### config.mk
export PLATFORM = sky130hd
export DESIGN_NAME = muldiv_ex_flat
export DESIGN_NICKNAME = d
export VERILOG_FILES = /design/src/rtl/muldiv_ex_if.sv /design/src/rtl/muldiv_ex.sv /design/src/flat_wrapper.sv
export SDC_FILE = /design/constraint.sdc
export NUM_CORES = 1
export LEC_CHECK = 0
export CAP_MARGIN = 40
export CELL_PAD_IN_SITES_DETAIL_PLACEMENT = 0
export CELL_PAD_IN_SITES_GLOBAL_PLACEMENT = 1
export CORE_ASPECT_RATIO = 0.8
export CORE_MARGIN = 2
export CORE_UTILIZATION = 40
export CTS_BUF_LIST = sky130_fd_sc_hd__clkbuf_4 sky130_fd_sc_hd__clkbuf_8
export CTS_CLUSTER_DIAMETER = 100
export DETAILED_ROUTE_END_ITERATION = 16
export GPL_TIMING_DRIVEN = 0
export HOLD_SLACK_MARGIN = 0.05
export PLACE_DENSITY = 0.84
export REMOVE_ABC_BUFFERS = 1
export SETUP_SLACK_MARGIN = 0.3
export SYNTH_ARGS = -nofsm -noshare
export SYNTH_HDL_FRONTEND = slang
export SYNTH_SLANG_ARGS = --single-unit
### constraint.sdc
create_clock -name clk -period 4.1 [get_ports clk]
set_input_delay 0.615 -clock clk [delete_from_list [all_inputs] [get_ports clk]]
set_output_delay 0.615 -clock clk [all_outputs]
set_load 0.01 [all_outputs]
### src/rtl/muldiv_ex_if.sv
// muldiv_ex_if: execute-stage handshake between the pipeline and the
// iterative RV32M multiply/divide unit. The pipeline side is the master,
// the unit itself is the slave.
interface muldiv_ex_if #(
  parameter int DATA_WIDTH = 32
);
  logic                  start;
  logic                  flush;
  logic [2:0]            funct3;
  logic [DATA_WIDTH-1:0] op_a;
  logic [DATA_WIDTH-1:0] op_b;
  logic [4:0]            rd_in;
  logic                  stall;
  logic                  done;
  logic [DATA_WIDTH-1:0] result;
  logic [4:0]            rd_out;

  modport master (
    output start, flush, funct3, op_a, op_b, rd_in,
    input  stall, done, result, rd_out
  );

  modport slave (
    input  start, flush, funct3, op_a, op_b, rd_in,
    output stall, done, result, rd_out
  );
endinterface

### src/rtl/muldiv_ex.sv
// muldiv_ex: iterative RV32M multiply/divide unit for the execute stage.
// Multiplies by shift-add and divides by restoring division, one bit per
// cycle over 32 cycles, holding the pipeline through a combinational stall.
// Build option: define MULDIV_DIVIDE_EN to include the divider and its
// divide-by-zero / overflow fast path; without it every divide op finishes
// one cycle after accept with a zero result.
module muldiv_ex #(
  parameter int DATA_WIDTH = 32
) (
  input  logic       clk,
  input  logic       rst,
  muldiv_ex_if.slave bus
);
  localparam int         W         = DATA_WIDTH;
  localparam logic [5:0] LAST_ITER = 6'(W - 1);

  typedef enum logic {IDLE, CALC} state_t;

  state_t         state_q, state_d;
  logic [5:0]     cnt_q, cnt_d;
  logic [2:0]     op_q, op_d;
  logic [4:0]     rd_q, rd_d;
  logic           neg_q, neg_d;
  logic           done_q, done_d;
  logic [W-1:0]   result_q, result_d;
  logic [W-1:0]   mcand_q, mcand_d;
  logic [2*W-1:0] acc_q, acc_d;

  logic           a_signed, b_signed, a_neg, b_neg;
  logic [W-1:0]   mag_a, mag_b;
  logic           accept, fast;
  logic [W-1:0]   fast_result;
  logic [W:0]     mul_sum;
  logic [2*W-1:0] acc_step, prod;
  logic [W-1:0]   mul_res, div_res;

`ifdef MULDIV_DIVIDE_EN
  logic [W:0]     rem_q, rem_d;
  logic [W-1:0]   quo_q, quo_d;
  logic [W-1:0]   dvsr_q, dvsr_d;
  logic [W+1:0]   div_shift, div_diff;
  logic [W:0]     rem_step;
  logic [W-1:0]   quo_step, quo_fix, rem_fix;
  logic           div_zero, div_ovf;
`endif

  // Operand decode: signedness per funct3, magnitudes and accept condition
  always_comb begin
    a_signed = bus.funct3[2] ? ~bus.funct3[0] : (bus.funct3[1:0] != 2'b11);
    b_signed = bus.funct3[2] ? ~bus.funct3[0] : ~bus.funct3[1];
    a_neg    = a_signed & bus.op_a[W-1];
    b_neg    = b_signed & bus.op_b[W-1];
    mag_a    = a_neg ? -bus.op_a : bus.op_a;
    mag_b    = b_neg ? -bus.op_b : bus.op_b;
    accept   = (state_q == IDLE) & bus.start & ~bus.flush;
  end

  // Fast path: ops whose result is known at accept and skip CALC entirely
  always_comb begin
`ifdef MULDIV_DIVIDE_EN
    div_zero    = (bus.op_b == '0);
    div_ovf     = ~bus.funct3[0] & (bus.op_a == {1'b1, {(W-1){1'b0}}}) & (&bus.op_b);
    fast        = bus.funct3[2] & (div_zero | div_ovf);
    if (div_zero) fast_result = bus.funct3[1] ? bus.op_a : '1;
    else          fast_result = bus.funct3[1] ? '0 : bus.op_a;
`else
    fast        = bus.funct3[2];
    fast_result = '0;
`endif
  end

  // One shift-add step; on the last step this is already the full product
  always_comb begin
    mul_sum  = {1'b0, acc_q[2*W-1:W]} + {1'b0, (acc_q[0] ? mcand_q : {W{1'b0}})};
    acc_step = {mul_sum, acc_q[W-1:1]};
    prod     = neg_q ? -acc_step : acc_step;
    mul_res  = (op_q[1:0] == 2'b00) ? prod[W-1:0] : prod[2*W-1:W];
  end

`ifdef MULDIV_DIVIDE_EN
  // One restoring-division step: shift in a dividend bit, keep the
  // difference only when it did not borrow
  always_comb begin
    div_shift = {rem_q, quo_q[W-1]};
    div_diff  = div_shift - {2'b00, dvsr_q};
    rem_step  = div_diff[W+1] ? div_shift[W:0] : div_diff[W:0];
    quo_step  = {quo_q[W-2:0], ~div_diff[W+1]};
    quo_fix   = neg_q ? -quo_step : quo_step;
    rem_fix   = neg_q ? -rem_step[W-1:0] : rem_step[W-1:0];
    div_res   = op_q[1] ? rem_fix : quo_fix;
  end
`else
  // Divide ops never enter CALC in this build
  assign div_res = '0;
`endif

  // Next-state logic: accept / fast path in IDLE, iterate and finalise in CALC
  always_comb begin
    // NOTE: every signal gets its hold value first so no path leaves one unassigned (no latches).
    state_d  = state_q;
    cnt_d    = cnt_q;
    op_d     = op_q;
    rd_d     = rd_q;
    neg_d    = neg_q;
    done_d   = 1'b0;
    result_d = result_q;
    mcand_d  = mcand_q;
    acc_d    = acc_q;
`ifdef MULDIV_DIVIDE_EN
    rem_d    = rem_q;
    quo_d    = quo_q;
    dvsr_d   = dvsr_q;
`endif
    case (state_q)
      IDLE: begin
        if (accept) begin
          rd_d = bus.rd_in;
          if (fast) begin
            done_d   = 1'b1;
            result_d = fast_result;
          end else begin
            state_d = CALC;
            cnt_d   = '0;
            op_d    = bus.funct3;
            // Remainder follows the dividend; everything else the sign xor
            neg_d   = (bus.funct3[2] & bus.funct3[1]) ? a_neg : (a_neg ^ b_neg);
            mcand_d = mag_a;
            acc_d   = {{W{1'b0}}, mag_b};
`ifdef MULDIV_DIVIDE_EN
            rem_d   = '0;
            quo_d   = mag_a;
            dvsr_d  = mag_b;
`endif
          end
        end
      end
      CALC: begin
        if (bus.flush) begin
          state_d = IDLE;
          cnt_d   = '0;
        end else begin
          acc_d = acc_step;
`ifdef MULDIV_DIVIDE_EN
          rem_d = rem_step;
          quo_d = quo_step;
`endif
          if (cnt_q == LAST_ITER) begin
            result_d = op_q[2] ? div_res : mul_res;
            done_d   = 1'b1;
            state_d  = IDLE;
            cnt_d    = '0;
          end else begin
            cnt_d = cnt_q + 6'd1;
          end
        end
      end
      default: state_d = IDLE;
    endcase
  end

  // State and datapath registers, cleared asynchronously
  always_ff @(posedge clk or posedge rst) begin
    if (rst) begin
      state_q  <= IDLE;
      cnt_q    <= '0;
      op_q     <= '0;
      rd_q     <= '0;
      neg_q    <= 1'b0;
      done_q   <= 1'b0;
      result_q <= '0;
      mcand_q  <= '0;
      acc_q    <= '0;
`ifdef MULDIV_DIVIDE_EN
      rem_q    <= '0;
      quo_q    <= '0;
      dvsr_q   <= '0;
`endif
    end else begin
      // NOTE: non-blocking so every register samples pre-edge values.
      state_q  <= state_d;
      cnt_q    <= cnt_d;
      op_q     <= op_d;
      rd_q     <= rd_d;
      neg_q    <= neg_d;
      done_q   <= done_d;
      result_q <= result_d;
      mcand_q  <= mcand_d;
      acc_q    <= acc_d;
`ifdef MULDIV_DIVIDE_EN
      rem_q    <= rem_d;
      quo_q    <= quo_d;
      dvsr_q   <= dvsr_d;
`endif
    end
  end

  assign bus.stall  = (accept & ~fast) | (state_q == CALC);
  assign bus.done   = done_q;
  assign bus.result = result_q;
  assign bus.rd_out = rd_q;

endmodule

### src/flat_wrapper.sv
// flat-port wrapper written by rule: the top's interface ports become plain ports
module muldiv_ex_flat 
#(
  parameter int DATA_WIDTH = 32
)
  (clk, rst, bus_start, bus_flush, bus_funct3, bus_op_a, bus_op_b, bus_rd_in, bus_stall, bus_done, bus_result, bus_rd_out);
  muldiv_ex_if #(.DATA_WIDTH(DATA_WIDTH)) bus_i ();
  input  logic clk;
  input  logic rst;
  input wire logic [$bits(bus_i.start)-1:0] bus_start;
  input wire logic [$bits(bus_i.flush)-1:0] bus_flush;
  input wire logic [$bits(bus_i.funct3)-1:0] bus_funct3;
  input wire logic [$bits(bus_i.op_a)-1:0] bus_op_a;
  input wire logic [$bits(bus_i.op_b)-1:0] bus_op_b;
  input wire logic [$bits(bus_i.rd_in)-1:0] bus_rd_in;
  output wire logic [$bits(bus_i.stall)-1:0] bus_stall;
  output wire logic [$bits(bus_i.done)-1:0] bus_done;
  output wire logic [$bits(bus_i.result)-1:0] bus_result;
  output wire logic [$bits(bus_i.rd_out)-1:0] bus_rd_out;
  assign bus_i.start = bus_start;
  assign bus_i.flush = bus_flush;
  assign bus_i.funct3 = bus_funct3;
  assign bus_i.op_a = bus_op_a;
  assign bus_i.op_b = bus_op_b;
  assign bus_i.rd_in = bus_rd_in;
  assign bus_stall = bus_i.stall;
  assign bus_done = bus_i.done;
  assign bus_result = bus_i.result;
  assign bus_rd_out = bus_i.rd_out;
  muldiv_ex #(.DATA_WIDTH(DATA_WIDTH)) u_core (.clk(clk), .rst(rst), .bus(bus_i));
endmodule
== Word level (Yosys, flattened, before mapping) ==
Cells that the tools add are included.
Operators by class
  equal/unequal tests: 7
  bitwise operators: 13
  multiplexer cells: 32
  reductions and logical operators: 6
  $add $sub $neg: 5
Operator list (count)
  two-way mux 32 bit: 8
  two-way mux 64 bit: 4
  one-hot mux 64 bit (2 select lines): 1
  negation 32 bit: 2
  negation 64 bit: 1
  one-hot mux 32 bit (2 select lines): 1
  adder 32 x 32 -> 33 bit: 1
  two-way mux 6 bit: 4
  one-hot mux 6 bit (2 select lines): 1
  two-way mux 1 bit: 11
  != test 2 bit, second input constant: 5
  adder 6 x 1 -> 6 bit, second input constant: 1
  AND 1 bit: 6
  equality test 6 x 5 -> 1 bit, second input constant: 1
  AND reduction 3 bit: 2
  NOT 1 bit: 5
  one-hot mux 1 bit (2 select lines): 2
  AND reduction 2 bit: 2
  AND reduction 4 bit: 1
  zero test 2 bit: 1
  != test 2 x 1 -> 1 bit, second input constant: 1
  OR 1 bit: 1
  bitwise XOR 1 bit: 1
Storage, ports and cells
  output and inout port bits: 39
  logic and storage cells: 72
  bits of input ports: 76
  flip-flop bits (word level): 144

== Depth between registers and ports, before layout ==
  depth in word-level cells: 8
  depth in mapped cells: 15
  mapped depth without buffers: 13

== Worst setup path after synthesis ==
OpenSTA, ideal clock, no wires.
  kind: register to register
  start point: reg u_core.acc_q[0]
  end point: reg u_core.result_q[31] (netlist: u_core.bus.result[31])
  path buffers: 1
  required time: 3965 ps
  cell stages (with the launch flop): 15
  path slack: 102 ps
  library setup time: 135 ps
  arrival time: 3863 ps
  clock period less this slack: 3998 ps
  path through: dfrtp_1 > clkbuf_1 > and2_1 > ha_1 > fa_1 > a21oi_1 > o211ai_1 > nand4_1 > a21oi_1 > or3_2 > a2111oi_2 > nand4b_1 > nor4_1 > mux2i_1 > o211ai_1
Between the ends
  cells in the longest elaborated chain, start to end: 8
Ends and longest elaborated chain
  start, declared: line muldiv_ex.sv:27  | logic [2*W-1:0] acc_q, acc_d;
  start signal, assigned: line muldiv_ex.sv:172  | acc_q <= '0;
  start signal, assigned: line muldiv_ex.sv:188  | acc_q <= acc_d;
  two-way mux 32 bit (*): line muldiv_ex.sv:74  | mul_sum = {1'b0, acc_q[2*W-1:W]} + {1'b0, (acc_q[0] ? mcand_q : {W{1'b0}})};
  adder 32 x 32 -> 33 bit (*): line muldiv_ex.sv:74
  negation 64 bit: line muldiv_ex.sv:76  | prod = neg_q ? -acc_step : acc_step;
  two-way mux 64 bit (*): line muldiv_ex.sv:76
  two-way mux 32 bit (*): line muldiv_ex.sv:77  | mul_res = (op_q[1:0] == 2'b00) ? prod[W-1:0] : prod[2*W-1:W];
  two-way mux 32 bit (*): line muldiv_ex.sv:147  | if (cnt_q == LAST_ITER) begin
  two-way mux 32 bit (*): line muldiv_ex.sv:138  | if (bus.flush) begin
  one-hot mux 32 bit (2 select lines) (*): line muldiv_ex.sv:114  | case (state_q)
  end signal, assigned: line muldiv_ex.sv:186  | result_q <= result_d;
  end, declared: line muldiv_ex.sv:25  | logic [W-1:0] result_q, result_d;
Every way passes the cells marked *; elsewhere a longest branch is shown, timed or not. The select of a mux whose other input is x is not followed.
A chain may end at the register's enable or synchronous reset.

== Final worst setup path ==
Ends and elaborated chain as after synthesis.

==> impl_metrics.toml <==
[outcome]
status = "completed"

[cts]
clk_pin_slew_ns = 0.08
clock_sinks = 144
cts_made_buffers = 17
hold_buffers = 0
cts_tree = "done"
clk_path_buf_depth = 2
cts.htree.levels = 4
root_buffer = "clkbuf_8"
clock_latency_ns = 0.48

[finish]
drive_gt1_share_pct = 17.5
antennaDiodeCount = 0
nets = 1517
fill_cells = 2418
fin_cells = 1774
multi_input_area_um2 = 7540
post-route-util_pct = 53.0
register_area_um2 = 3610
area_delta_synth_final_pct = 30.8

[timing]
post-route-period-util_pct = 96.6
tns_ns = 0
slew_headroom_pct = 37.9
finalSetupViolations = 0
finClkSkew_ns = 0.0151
rsz0062_at_grt = "yes"
fmax_ghz = 0.252
worstMarginPinSlew_ns = 0.930
finalHoldViolCount = 0
period_minus_slack_ns = 3.96
maxSlewViolCount = 0

[synthesis]
yosysMostFrequentCell = "nand2_1"
ys_warn_count = 0
async_flop_share_pct = 100
yosys_register_bits = 144
avgSynthCellArea_um2 = 8.31
synth_top_area_share_pct = 34.0
synthTopCellsByArea = "dfrtp_1 (34%), o21ai_0 (7.0%), nand2_1 (6.4%), xnor2_1 (6.3%), xor2_1 (5.2%)"
synth_area_leader_cell = "dfrtp_1"
synthFlopType = "dfrtp_1"
ys_top_cells_by_count = "nand2_1 (181), o21ai_0 (149), dfrtp_1 (144)"
yosysUniqueCellTypes = 76
yosysSeqAreaShare_pct = 34.0
synth_edf_count = 0
synthCells = 1274
syn-cell-area_um2 = 10600

[critical_path]
r2r_cells = 14
cp.required_ns = 4.43
reg2reg_from = "u_core.acc_q[0]"
rrSetupSlack_ns = 0.14
cp_max_fo = 9
timing.rr.end = "u_core.bus.result[31]"
critPathArrivalTime_ns = 4.29
endpoint_kind = "flop"
worst-setup-path-type = "reg2reg"
cp-start-kind = "flop"

[floorplanning]
fp-row-count = 53
initial_core_util_pct = 40.5
pin_count = 115
die_x_um = 186
die_area_um2 = 27800
core-area_um2 = 26100
die_h_um = 150

[placed_design]
gp_congestion = 0.846
dpl.cell_count = 1689
io_buffer_count = 114
hpwl_mm = 22.8

[routing]
wl_per_cell_um = 18.3
viasPerCell = 5.71
top_layer = "met4"
routed_wl_mm = 32.4
met2RoutedLength_mm = 14.4
drt_iter0_drc = 762
m1WireLength_mm = 15.8
ant_nets = 0
vias = 10100
wl_met3_mm = 1.72
drc_errors = 0
first_pass_iters = 5

[power]
clockPowerShare_pct = 19.2
p_total_w = 0.00578
p_comb_share_pct = 47.7
power.leakage_nw = 5.52
power_switching_w = 0.00236
power_density_nw_per_um2 = 417
power_frac_seq_pct = 33.1
p_int_w = 0.00342
switching_share_pct = 40.9
vdd_drop_max_uv = 272

[worst_hold_path]
whs_endpoint = "u_core.mcand_q[25]"
min-delay-start = "u_core.mcand_q[25]"
hp-class = "reg2reg"
holdPathStages = 2

[grt]
grt_pass1_wl_mm = 51.0
antenna_found_initial = 0
grt_max_degree = 78
grt_pass1_vias = 9606
grt-ovfl-total = 0
track_usage_pct = 23.3

[run]
max_cap_violations = 0
[power by group through the flow]
stage / combinational [W] / sequential [W] / clock, W
finish: 0.00276 / 0.00191 / 0.00111
global route: 0.00300 / 0.00194 / 0.00119
global placement: 0.00200 / 0.00195 / 0
detailed placement: 0.00209 / 0.00192 / 0
CTS: 0.00254 / 0.00189 / 0.00113
floorplan: 0.00149 / 0.00188 / 0
[registers in the layout, summed over array words and instances, names as in the netlist]
name / count
u_core.mcand_q: 32
u_core.op_q: 2
u_core.bus.result: 32
u_core.cnt_q: 6
u_core.acc_q: 64
u_core.neg_q: 1
u_core.bus.done: 1
u_core.bus.rd_out: 5
u_core.state_q: 1
[stage by stage]
step                hold slack (ns)  worst slack [ns]  area, µm²
floorplan                     0.438             -1.26      10300
global placement              0.458             -5.10      11900
detailed placement            0.463             -1.04      12100
CTS                           0.483             0.132      13400
global route                  0.506           0.00221      13800
finish                        0.478             0.138      13800
[cells in the final DEF, fill, tap and decap left out, types with 14 or more instances in the layout]
master and count:
o31ai_1 26, and2_1 36, a22o_1 30, nor2_1 69
clkdlybuf4s50_1 114, dfrtp_1 139, ha_4 18, xor2_1 61
o21ai_0 134, a22oi_1 14, nand2_1 177, nor3_1 14
ha_1 14, inv_1 25, nand3_1 16, clkbuf_8 19
buf_4 48, xnor2_1 66, a21oi_1 75
[how the worst max path moves through the flow]
stage,start,end,cells past startpoint
2_1_floorplan,u_core.state_q,u_core.acc_q[31],4
3_3_place_gp,u_core.state_q,u_core.acc_q[31],4
3_5_place_dp,u_core.acc_q[0],u_core.bus.result[29],12
4_1_cts,u_core.acc_q[0],u_core.bus.result[30],14
5_1_grt,u_core.acc_q[0],u_core.bus.result[31],14
6_report,u_core.acc_q[0],u_core.bus.result[31],14
[logic make-up (layout without fill, tap and decap cells)]
group / Yosys count / count (layout) / synth area share, %
simple gates: 426 / 426 / 19.8
compound gates: 421 / 421 / 25.4
flops: 144 / 144 / 34.0
xor+xnor: 139 / 139 / 11.5
buf+inv: 95 / 238 / 3.62
fa+ha+maj: 37 / 37 / 4.44
mux: 12 / 12 / 1.19
[area by class of cell]
cell class / instances / share of cell area [%]
inverter: 26 / 0.741
multi-input combinational: 1035 / 54.4
timing repair buffer: 180 / 12.8
sequential: 144 / 26.1
clock buffer: 22 / 2.05
clock inverter: 10 / 0.633
tap: 357 / 3.23
[worst max-delay path, cell delays in order (launching register included)]
cell,delay [ns]
dfrtp_4,0.54
buf_6,0.16
and2_1,0.16
ha_4,0.31
nand2_1,0.11
o211ai_1,0.47
a311oi_2,0.18
buf_4,0.20
a2111oi_4,0.35
nor3_2,0.10
xnor2_2,0.19
or3_4,0.45
nor4_4,0.26
mux2i_1,0.21
o211ai_1,0.11
[routing by layer]
layer | track usage, % | vias up
li1 | - | 4864
met3 | 3.77 | 33
met5 | 0 | -
met2 | 35.1 | 282
met4 | 5.63 | 0
met1 | 34.7 | 4947
[repair_timing]
action	4_1_cts	5_1_grt
pin swaps	39	26
resized for setup	126	53
setup buffers	41	12
setup endpoints to repair	29	18
Power figures use the tool's default switching activity.
